### src/rtl/watchdog_escalator_pkg.sv
// Shared types and default constants for the watchdog escalation path.
package watchdog_escalator_pkg;

  // Width of the encoded FSM state, also exposed on the debug port.
  localparam int STATE_W = 2;

  // Default tuning: grace window in WARN and the length of the forced reset pulse.
  localparam int DEFAULT_GRACE_CYCLES = 8;
  localparam int DEFAULT_RST_CYCLES   = 4;
  localparam int DEFAULT_CNT_W        = 8;
  localparam int DEFAULT_RC_W         = 4;

  // Escalation states; the encoding is visible on the debug port.
  typedef enum logic [STATE_W-1:0] {
    IDLE  = 2'd0,
    CLEAR = 2'd1,
    WARN  = 2'd2,
    RESET = 2'd3
  } esc_state_t;

endpackage

### src/rtl/watchdog_escalator_down_counter.sv
// Shared down-counter for the WARN grace window and the RESET pulse length.
// Load has priority over decrement; the count stops at zero.
module esc_down_counter #(
  parameter int CNT_W = 8
) (
  input  logic             i_clk,
  input  logic             i_rstn,
  input  logic             i_load,
  input  logic [CNT_W-1:0] i_load_val,
  input  logic             i_dec,
  output logic             o_zero
);

  logic [CNT_W-1:0] r_count;

  // Load, or count down while non-zero; cleared by synchronous reset.
  always_ff @(posedge i_clk) begin
    if (!i_rstn) begin
      r_count <= '0;
    end else if (i_load) begin
      r_count <= i_load_val;
    end else if (i_dec && (r_count != '0)) begin
      r_count <= r_count - CNT_W'(1);
    end
  end

  assign o_zero = (r_count == '0);

endmodule

### src/rtl/watchdog_escalator.sv
// Two-step escalation of a watchdog timeout: warning interrupt with a grace
// window, then a fixed-length system reset pulse. Also drives the timer's
// heartbeat so it restarts after a kick, an acknowledge or a forced reset.
module watchdog_escalator
  import watchdog_escalator_pkg::*;
#(
  parameter int GRACE_CYCLES = DEFAULT_GRACE_CYCLES,
  parameter int RST_CYCLES   = DEFAULT_RST_CYCLES,
  parameter int CNT_W        = DEFAULT_CNT_W,
  parameter int RC_W         = DEFAULT_RC_W
) (
  input  logic            i_clk,
  input  logic            i_rstn,
  input  logic            i_timeout,
  input  logic            i_kick,
  output logic            heartbeat,
  output logic            irq,
  output logic            sys_rstn,
  output logic [RC_W-1:0] reset_count,
  output logic [1:0]      state
);

  // Reject parameter sets the down-counter cannot represent.
  if (GRACE_CYCLES < 1 || GRACE_CYCLES >= (1 << CNT_W)) begin : g_bad_grace
    $error("GRACE_CYCLES must be in 1..2**CNT_W-1");
  end
  if (RST_CYCLES < 1 || RST_CYCLES >= (1 << CNT_W)) begin : g_bad_rst
    $error("RST_CYCLES must be in 1..2**CNT_W-1");
  end

  localparam logic [CNT_W-1:0] GRACE_LOAD = CNT_W'(GRACE_CYCLES - 1);
  localparam logic [CNT_W-1:0] RST_LOAD   = CNT_W'(RST_CYCLES - 1);
  localparam logic [RC_W-1:0]  RC_MAX     = '1;

  esc_state_t       r_state;
  esc_state_t       w_next_state;
  logic             r_heartbeat;
  logic             r_irq;
  logic             r_sys_rstn;
  logic [RC_W-1:0]  r_reset_count;
  logic             w_load;
  logic [CNT_W-1:0] w_load_val;
  logic             w_dec;
  logic             w_zero;
  logic             w_escalate;

  esc_down_counter #(
    .CNT_W (CNT_W)
  ) u_counter (
    .i_clk      (i_clk),
    .i_rstn     (i_rstn),
    .i_load     (w_load),
    .i_load_val (w_load_val),
    .i_dec      (w_dec),
    .o_zero     (w_zero)
  );

  // Next-state and counter control; kick beats timeout in IDLE and beats escalation in WARN.
  always_comb begin
    w_next_state = r_state;
    w_load       = 1'b0;
    w_load_val   = '0;
    w_dec        = 1'b0;
    w_escalate   = 1'b0;
    case (r_state)
      IDLE: begin
        if (i_kick) begin
          w_next_state = CLEAR;
        end else if (i_timeout) begin
          w_next_state = WARN;
          w_load       = 1'b1;
          w_load_val   = GRACE_LOAD;
        end
      end
      CLEAR: begin
        w_next_state = IDLE;
      end
      WARN: begin
        if (i_kick) begin
          w_next_state = CLEAR;
        end else if (w_zero) begin
          w_next_state = RESET;
          w_load       = 1'b1;
          w_load_val   = RST_LOAD;
          w_escalate   = 1'b1;
        end else begin
          w_dec = 1'b1;
        end
      end
      RESET: begin
        if (w_zero) begin
          w_next_state = IDLE;
        end else begin
          w_dec = 1'b1;
        end
      end
      default: begin
        w_next_state = IDLE;
      end
    endcase
  end

  // State register with outputs registered from the next state, so they always match r_state.
  always_ff @(posedge i_clk) begin
    if (!i_rstn) begin
      r_state       <= IDLE;
      r_heartbeat   <= 1'b0;
      r_irq         <= 1'b0;
      r_sys_rstn    <= 1'b1;
      r_reset_count <= '0;
    end else begin
      r_state     <= w_next_state;
      r_heartbeat <= (w_next_state == CLEAR) || (w_next_state == RESET);
      r_irq       <= (w_next_state == WARN);
      r_sys_rstn  <= (w_next_state != RESET);
      if (w_escalate && (r_reset_count != RC_MAX)) begin
        r_reset_count <= r_reset_count + RC_W'(1);
      end
    end
  end

  assign heartbeat   = r_heartbeat;
  assign irq         = r_irq;
  assign sys_rstn    = r_sys_rstn;
  assign reset_count = r_reset_count;
  assign state       = r_state;

endmodule

### config.mk
export PLATFORM = sky130hd
export DESIGN_NAME = watchdog_escalator
export DESIGN_NICKNAME = d
export VERILOG_FILES = /design/src/rtl/watchdog_escalator_pkg.sv /design/src/rtl/watchdog_escalator_down_counter.sv /design/src/rtl/watchdog_escalator.sv
export SDC_FILE = /design/constraint.sdc
export NUM_CORES = 1
export LEC_CHECK = 0
export CAP_MARGIN = 0
export CORE_MARGIN = 3
export CORE_UTILIZATION = 50
export DETAILED_ROUTE_END_ITERATION = 8
export PLACE_DENSITY = 0.77
export SETUP_SLACK_MARGIN = 0.3
export SKIP_CTS_REPAIR_TIMING = 1
export SYNTH_ARGS = -nofsm -noshare
export SYNTH_HDL_FRONTEND = slang
export SYNTH_SLANG_ARGS = --single-unit
### constraint.sdc
create_clock -name i_clk -period 3.4 [get_ports i_clk]
set_input_delay 1.02 -clock i_clk [delete_from_list [all_inputs] [get_ports i_clk]]
set_output_delay 1.02 -clock i_clk [all_outputs]
set_load 0.01 [all_outputs]
# --- After elaboration in Yosys (flattened, before gate mapping) ---
# Index checks and enable logic that the tools add are counted.
totals:
  reg_bits: 17
  input_bits: 4
  output_inout_bits: 9
op_classes:
  add_sub_neg: 2
  eq_ne: 8
  mux: 22
  n_reduce_logical: 7
ops:
  columns: ["op", "count"]
  rows:
  - ["8-bit two-way mux", 2]
  - ["2-bit two-way mux", 7]
  - ["2-bit == test, second input constant", 4]
  - ["8-bit zero test", 1]
  - ["2-bit one-hot mux with 4 select lines", 1]
  - ["8-bit nonzero test", 1]
  - ["8-bit by 1-bit subtractor with 8-bit output, second input constant", 1]
  - ["1-bit two-way mux", 7]
  - ["3-bit two-way mux", 2]
  - ["3-bit one-hot mux with 2 select lines", 1]
  - ["4-bit by 1-bit adder with 4-bit output, second input constant", 1]
  - ["2-bit by 1-bit == test with 1-bit output, second input constant", 2]
  - ["4-bit != test, second input constant", 1]
  - ["1-bit one-hot mux with 2 select lines", 2]
  - ["1-bit logical AND", 2]
  - ["2-bit zero test", 1]
  - ["2-bit != test, second input constant", 1]
  - ["2-bit nonzero test", 1]
  - ["1-bit logical OR", 1]

# --- Depth between registers and ports, before layout ---
# Gate-level depths: netlist of run 1.
depth:
  word_depth: 7
  mapped_depth: 6

# --- Cells and area by module ---
# Synthesis of run 1 repeated with hierarchy kept, for this count alone.
unflattened:
  hier_cells: 101
  area_unflattened_um2: 947.2
by_module_without_submodules:
  columns: ["module", "n_inst", "cells_per_inst", "area_each_um2", "seq_area_each_um2"]
  rows:
  - ["esc_down_counter", 1, 58, 508.0, 160.2]
  - ["watchdog_escalator", 1, 43, 439.2, 180.2]

# --- Worst setup path after synthesis of run 1 ---
# Ideal clock, no wire load.
synth_timing:
  path_type: "in2reg"
  from: "input port i_kick"
  to: "register r_reset_count[3], in the netlist reset_count[3]"
  setup_ps: 70
  arrival_time_ps: 1944
  required_time_ps: 3330
  slack_ps: 1386
  cell_stages: 4
  n_path_buf: 0
  path_cell_list: "nor3b_1 -> nand4_1 -> or3_1 -> a21oi_1"
synth_via:
  elab_chain_cells: 3
synth_lines:
  columns: ["item", "line_no", "text"]
  rows:
  - ["from (decl)", "watchdog_escalator.sv:15", "input logic i_kick,"]
  - ["1-bit two-way mux", "watchdog_escalator.sv:79", "if (i_kick) begin"]
  - ["1-bit two-way mux", "watchdog_escalator.sv:65", "case (r_state)"]
  - ["1-bit logical AND", "watchdog_escalator.sv:116", "if (w_escalate && (r_reset_count != RC_MAX)) begin"]
  - ["to (signal assigned)", "watchdog_escalator.sv:117", "r_reset_count <= r_reset_count + RC_W'(1);"]
  - ["to (decl)", "watchdog_escalator.sv:40", "logic [RC_W-1:0] r_reset_count;"]
# No other way between the ends.
# A chain may end at the register's enable or synchronous reset.

# --- Worst setup path in the final report of run 1 ---
layout_timing:
  from: "register r_state[1], in the netlist state[1]"
  to: "output port state[1]"
layout_rtl:
  columns: ["item", "line_no", "text"]
  rows:
  - ["from (decl)", "watchdog_escalator.sv:35", "esc_state_t r_state;"]
  - ["from (signal assigned)", "watchdog_escalator.sv:112", "r_state <= w_next_state;"]
  - ["to (decl)", "watchdog_escalator.sv:20", "output logic [1:0] state"]
# No word-level cell between the ends.

==> results.yml, run 1 <==
run_status:
  outcome: "complete, no violations"
clock_tree:
  clkTransAtPathRegs_ns: 0.10
  clkSinkCount: 17
  clk_latency_ns: 0.29
  numCtsBuffers: 3
  cts_max_level: 1
  cts.path.max_buffers: 2
  cts_tree: "built"
  clockRootBuffer: "clkbuf_4"
timing:
  period_needed_ns: 2.575
  fmax_mhz: 388.4
  relSlewSlack_pct: 63.43
  hold_viol: 0
  grt_setup_unrepaired: "false"
  setup_viol: 0
  maxSlewViolCount: 0
  min_period_over_period_pct: 75.73
  fin_ws_ns: 0.8252
  worst_pin_slew_ns: 0.5437
  tns_ns: 0
  fin_skew_ns: 0.005927
synth:
  synth_edf_count: 0
  synth.distinct_cells: 36
  synth_nets: 108
  ys.flop_type: "dfxtp_1"
  netlist_area_um2: 893.4
  syn_area_per_cell_um2: 8.845
  synthCells: 101
  ys_seq_area_share_pct: 38.10
  synthArstFlopShare_pct: 0
  synth-seq-cells: 17
  yosysWarnings: 0
worst_hold_path:
  worstHoldEndpoint: "u_counter.r_count[6]"
  holdPathStages: 2
  hold_start: "u_counter.r_count[6]"
  hold_class: "register to register"
drt:
  avgRoutedWirePerCell_um: 13.77
  vias: 836
  first_pass_iters: 4
  ant_nets: 0
  routed_wl_um: 1928
  routed_via_density: 5.971
  drt-initial-drc-count: 21
  drc: 0
pwr:
  power_density_nw_per_um2: 424.4
  vdd_drop_max_mv: 0.3593
  power_uw: 453.5
  p_leak_uw: 0.0003754
setup_path:
  cp.required_ns: 2.38
  rr_worst_depth: 6
  critPathTopFamily: "flip-flops"
  path_buf_inv: 1
  r2r_end: "reset_count[3]"
  startpoint_type: "register"
  cp_slowest_cell: "dfxtp_1"
  worstSetupEndpointType: "output pin"
  cp_max_fo: 15
  ff2ff_setup_slack_ns: 1.46
  crit_type: "register to output pin"
  worstPathArrival_ns: 1.55
  r2r-start: "u_counter.r_count[0]"
  crit_chain: "clkdlybuf4s50_1"
  slowest_delay_ns: 0.63
finish:
  post-route-util_pct: 67.03
  area_growth_pct: 19.61
  drive_gt1_share_pct: 8.621
  fillers: 133
  n_antenna_cell: 0
  final_cell_mix: "dfxtp_1 (17), clkdlybuf4s50_1 (12), nand3_1 (10), a21oi_1 (10), nor2_1 (7)"
  final_common_cell: "dfxtp_1"
  nets: 124
global_route:
  grt_max_degree: 16
  antenna_found_initial: 0
  grt_util_all_layers_pct: 18.99
  grt_overflow: 0
  grt_first_pass_wirelength_um: 3132
  grt_pass1_vias: 726
floorplanning:
  die-height_um: 48.27
  floorplan.initialDensity_pct: 56.04
  fp.dieArea_um2: 2330
  die_x_um: 48.27
  io_pins: 13
  core_area_um2: 1594
  rows: 14
placed_design:
  dp_hpwl_um: 1431
  gp_congestion: 0.8716
  portBuffers: 12
  pre_cts_ws_ns: 0.7259
flow_run:
  drv_cap: 0
[sequential cells by signal, indices dropped and copies added (netlist names)]
name,flops
heartbeat,1
irq,1
reset_count,4
state,2
sys_rstn,1
u_counter.r_count,8
[final cells by class]
class	count	area, um2	share of cell area, %
clock buffer	4	26.28	2.459
inverter	5	18.77	1.756
multi-input combinational	77	525.5	49.18
sequential	17	340.3	31.85
tap	24	30.03	2.810
timing repair buffer	13	127.6	11.94
[worst max path at each step]
stage              from             end  slack, ns  cells after the start
2_1_floorplan    i_kick  reset_count[3]       1.39                      4
6_report       state[1]        state[1]       0.83                      1
3_3_place_gp     i_kick  reset_count[2]       0.83                      5
3_5_place_dp     i_kick  reset_count[3]       0.73                      5
4_1_cts        state[1]        state[1]       0.82                      1
5_1_grt        state[1]        state[1]       0.74                      1
[stage by stage]
step	hold slack (ns)	area, um2	instances
finish	0.5060	1069	140
global route	0.5345	1069	140
CTS	0.5107	1069	140
detailed placement	0.4996	1042	136
global placement	0.4904	1042	136
floorplan	0.4738	893.4	101
[where the power goes]
| part | total, uW | internal, uW | switching (uW) | leakage (uW) |
|---|---|---|---|---|
| Combinational | 116 | 51.3 | 64.8 | 0.000222 |
| Sequential | 228 | 212 | 16.1 | 0.000139 |
| Clock | 110 | 45.7 | 63.9 | 0.0000150 |
[cells in the mapped netlist, types with 2 or more instances]
cell       instances  area (um2)
o21a_1             3       22.52
nor2_1             7       26.28
a21oi_1           10       50.05
dfxtp_1           17       340.3
nand3_1           10       50.05
a21o_1             3       22.52
and2_1             2       12.51
mux2_1             2       22.52
o2111ai_1          6       52.55
ha_1               3       37.54
nand4_1            2       12.51
nand2b_1           2       12.51
inv_1              5       18.77
nor3b_1            2       15.01
nor3_1             2       10.01
o21ai_0            3       15.01
or3_1              3       18.77
[logic make-up after synthesis]
| group | Yosys count | synth area share, % |
|---|---|---|
| DFF | 17 | 38.10 |
| muxes | 3 | 3.641 |
| adders and majority gates | 3 | 4.202 |
| and+or+nand+nor | 38 | 25.35 |
| AOI/OAI and AO/OA | 31 | 23.67 |
| buffers and inverters | 7 | 3.081 |
| xor gates and xnor gates | 2 | 1.961 |
[layer usage]
layer,vias to the layer above,GRT usage [%],wire length [um]
met3,4,6.642,110
met4,0,3.226,14
met5,-,0,0
met2,31,28.91,895
li1,417,-,-
met1,384,26.16,907
Note: power is estimated with default switching activity, not from simulation.
==> inputs of run 2 (changes only) <==
--- a/config.mk
+++ b/config.mk
@@ -7,9 +7,9 @@
 export LEC_CHECK = 0
 export CAP_MARGIN = 0
 export CORE_MARGIN = 3
-export CORE_UTILIZATION = 50
+export CORE_UTILIZATION = 47
 export DETAILED_ROUTE_END_ITERATION = 8
-export PLACE_DENSITY = 0.77
+export PLACE_DENSITY = 0.76
 export SETUP_SLACK_MARGIN = 0.3
 export SKIP_CTS_REPAIR_TIMING = 1
 export SYNTH_ARGS = -nofsm -noshare
==> constraint.sdc (replaced) <==
create_clock -name i_clk -period 2.3 [get_ports i_clk]
set_input_delay 0.69 -clock i_clk [delete_from_list [all_inputs] [get_ports i_clk]]
set_output_delay 0.69 -clock i_clk [all_outputs]
set_load 0.01 [all_outputs]
==> run 2 against run 1 <==
  * Final cell count up 2.9%
  * Global-route usage is 1.3 points lower
  * Sequential cell count stayed put
==> results.yml, run 2 (same netlist as run 1, synthesis figures left out) <==
run_status:
  outcome: "complete, no violations"
floorplanning:
  floorplan.initialDensity_pct: 50.64
  die-height_um: 49.60
  die_x_um: 49.60
  rows: 15
  core_area_um2: 1764
  fp.dieArea_um2: 2460
  io_pins: 13
timing:
  fin_ws_ns: 0.3423
  period_needed_ns: 1.958
  setup_viol: 0
  whs_ns: 0.5155
  hold_viol: 0
  fin_skew_ns: 0.003239
  fmax_mhz: 510.8
  relSlewSlack_pct: 64.95
  maxSlewViolCount: 0
  worst_pin_slew_ns: 0.5211
  grt_setup_unrepaired: "true"
  tns_ns: 0
  min_period_over_period_pct: 85.12
drt:
  avgRoutedWirePerCell_um: 13.50
  drt-initial-drc-count: 27
  routed_via_density: 5.868
  drc: 0
  ant_nets: 0
  routed_wl_um: 1944
  first_pass_iters: 4
  vias: 845
flow_run:
  drv_cap: 0
setup_path:
  crit_type: "register to output pin"
  rr_worst_depth: 4
  startpoint_type: "register"
  worstPathArrival_ns: 1.27
  cp.required_ns: 1.61
  cp_max_fo: 9
  critPathTopFamily: "buffers and inverters"
  path_buf_inv: 1
  slowest_delay_ns: 0.56
  cp_slowest_cell: "clkdlybuf4s50_1"
  crit_chain: "clkdlybuf4s50_1"
  worstSetupPathDepth: 1
  worstSetupEndpointType: "output pin"
finish:
  top_register: "u_counter.r_count"
  largest_register_ffs: 8
  nets: 127
  n_antenna_cell: 0
  final_common_cell: "dfxtp_1"
  final_cell_area_um2: 1110
  area_growth_pct: 24.23
  drive_gt1_share_pct: 12.61
  final_cell_mix: "dfxtp_1 (16), clkdlybuf4s50_1 (12), nand3_1 (10), a21oi_1 (10), nor2_1 (7)"
global_route:
  grt_pass1_vias: 791
  grt_util_all_layers_pct: 17.73
  antenna_found_initial: 0
  grt_max_degree: 15
  grt_first_pass_wirelength_um: 3387
  grt_overflow: 0
clock_tree:
  cts_tree: "built"
  clockRootBuffer: "clkbuf_4"
  clkTransAtPathRegs_ns: 0.09
  clkSinkCount: 17
  clk_latency_ns: 0.29
  cts_max_level: 1
  numCtsBuffers: 3
  cts.path.max_buffers: 2
placed_design:
  portBuffers: 12
  dp_hpwl_um: 1428
  placed_area_um2: 1066
  gp_congestion: 0.8933
  pre_cts_ws_ns: 0.1134
pwr:
  vdd_drop_max_mv: 0.3912
  power_density_nw_per_um2: 613.6
  p_leak_uw: 0.0003910
  power_uw: 681.0
worst_hold_path:
  holdPathStages: 2
  hold_class: "register to register"
==> run 2: changes by cell type in the layout (fill, tap and decap cells not counted) <==
| cell | delta |
|---|---|
| buf_4 | +3 |
| dfxtp_1 | -1 |
| dfxtp_2 | +1 |
| nor3b_1 | -1 |
| nor3b_2 | +1 |
| o211ai_2 | -1 |
| o211ai_4 | +1 |
| or3b_2 | -1 |
| or3b_4 | +1 |
==> run 2: path summary, 6_finish.rpt <==
kind,start,to,slack (ns)
max,state[0],state[0],0.34
min,u_counter.r_count[6],u_counter.r_count[6],0.52
max reg2reg,u_counter.r_count[4],u_counter.r_count[1],0.45
min reg2reg,u_counter.r_count[6],u_counter.r_count[6],0.52
==> run 2: power by group <==
group          total, uW  switching, uW  leakage [uW]  internal [uW]
logic                188            105      0.000237           83.1
clock network        159           91.2     0.0000150           67.5
registers            334           20.6      0.000139            313
total                681            217      0.000391            464
==> run 2: layer usage <==
| layer | vias to the layer above | track usage, % | routed length, um |
|---|---|---|---|
| met5 | - | 0 | 0 |
| met3 | 5 | 4.230 | 74 |
| met1 | 402 | 22.24 | 921 |
| met2 | 20 | 28.19 | 907 |
| met4 | 0 | 8.756 | 41 |
| li1 | 418 | - | - |
==> run 2: stage by stage <==
stage,utilization (%),instances
after floorplan,-,101
after global placement,60.43,140
after detailed placement,60.43,140
after CTS,61.91,144
after global routing,62.91,144
final,62.91,144
==> run 2: cell type report <==
| class | instances | area, um2 |
|---|---|---|
| well taps | 25 | 31.28 |
| flip-flops and latches | 17 | 341.6 |
| clock buffers | 4 | 26.28 |
| fillers | 167 | 654.4 |
| repair buffers | 16 | 150.1 |
| multi-input cells | 77 | 541.8 |
| inverters | 5 | 18.77 |
==> run 2: worst min-delay path: stages (launching register included) <==
cell	delay [ns]
dfxtp_1	0.35
nand3_1	0.07
a21oi_1	0.06
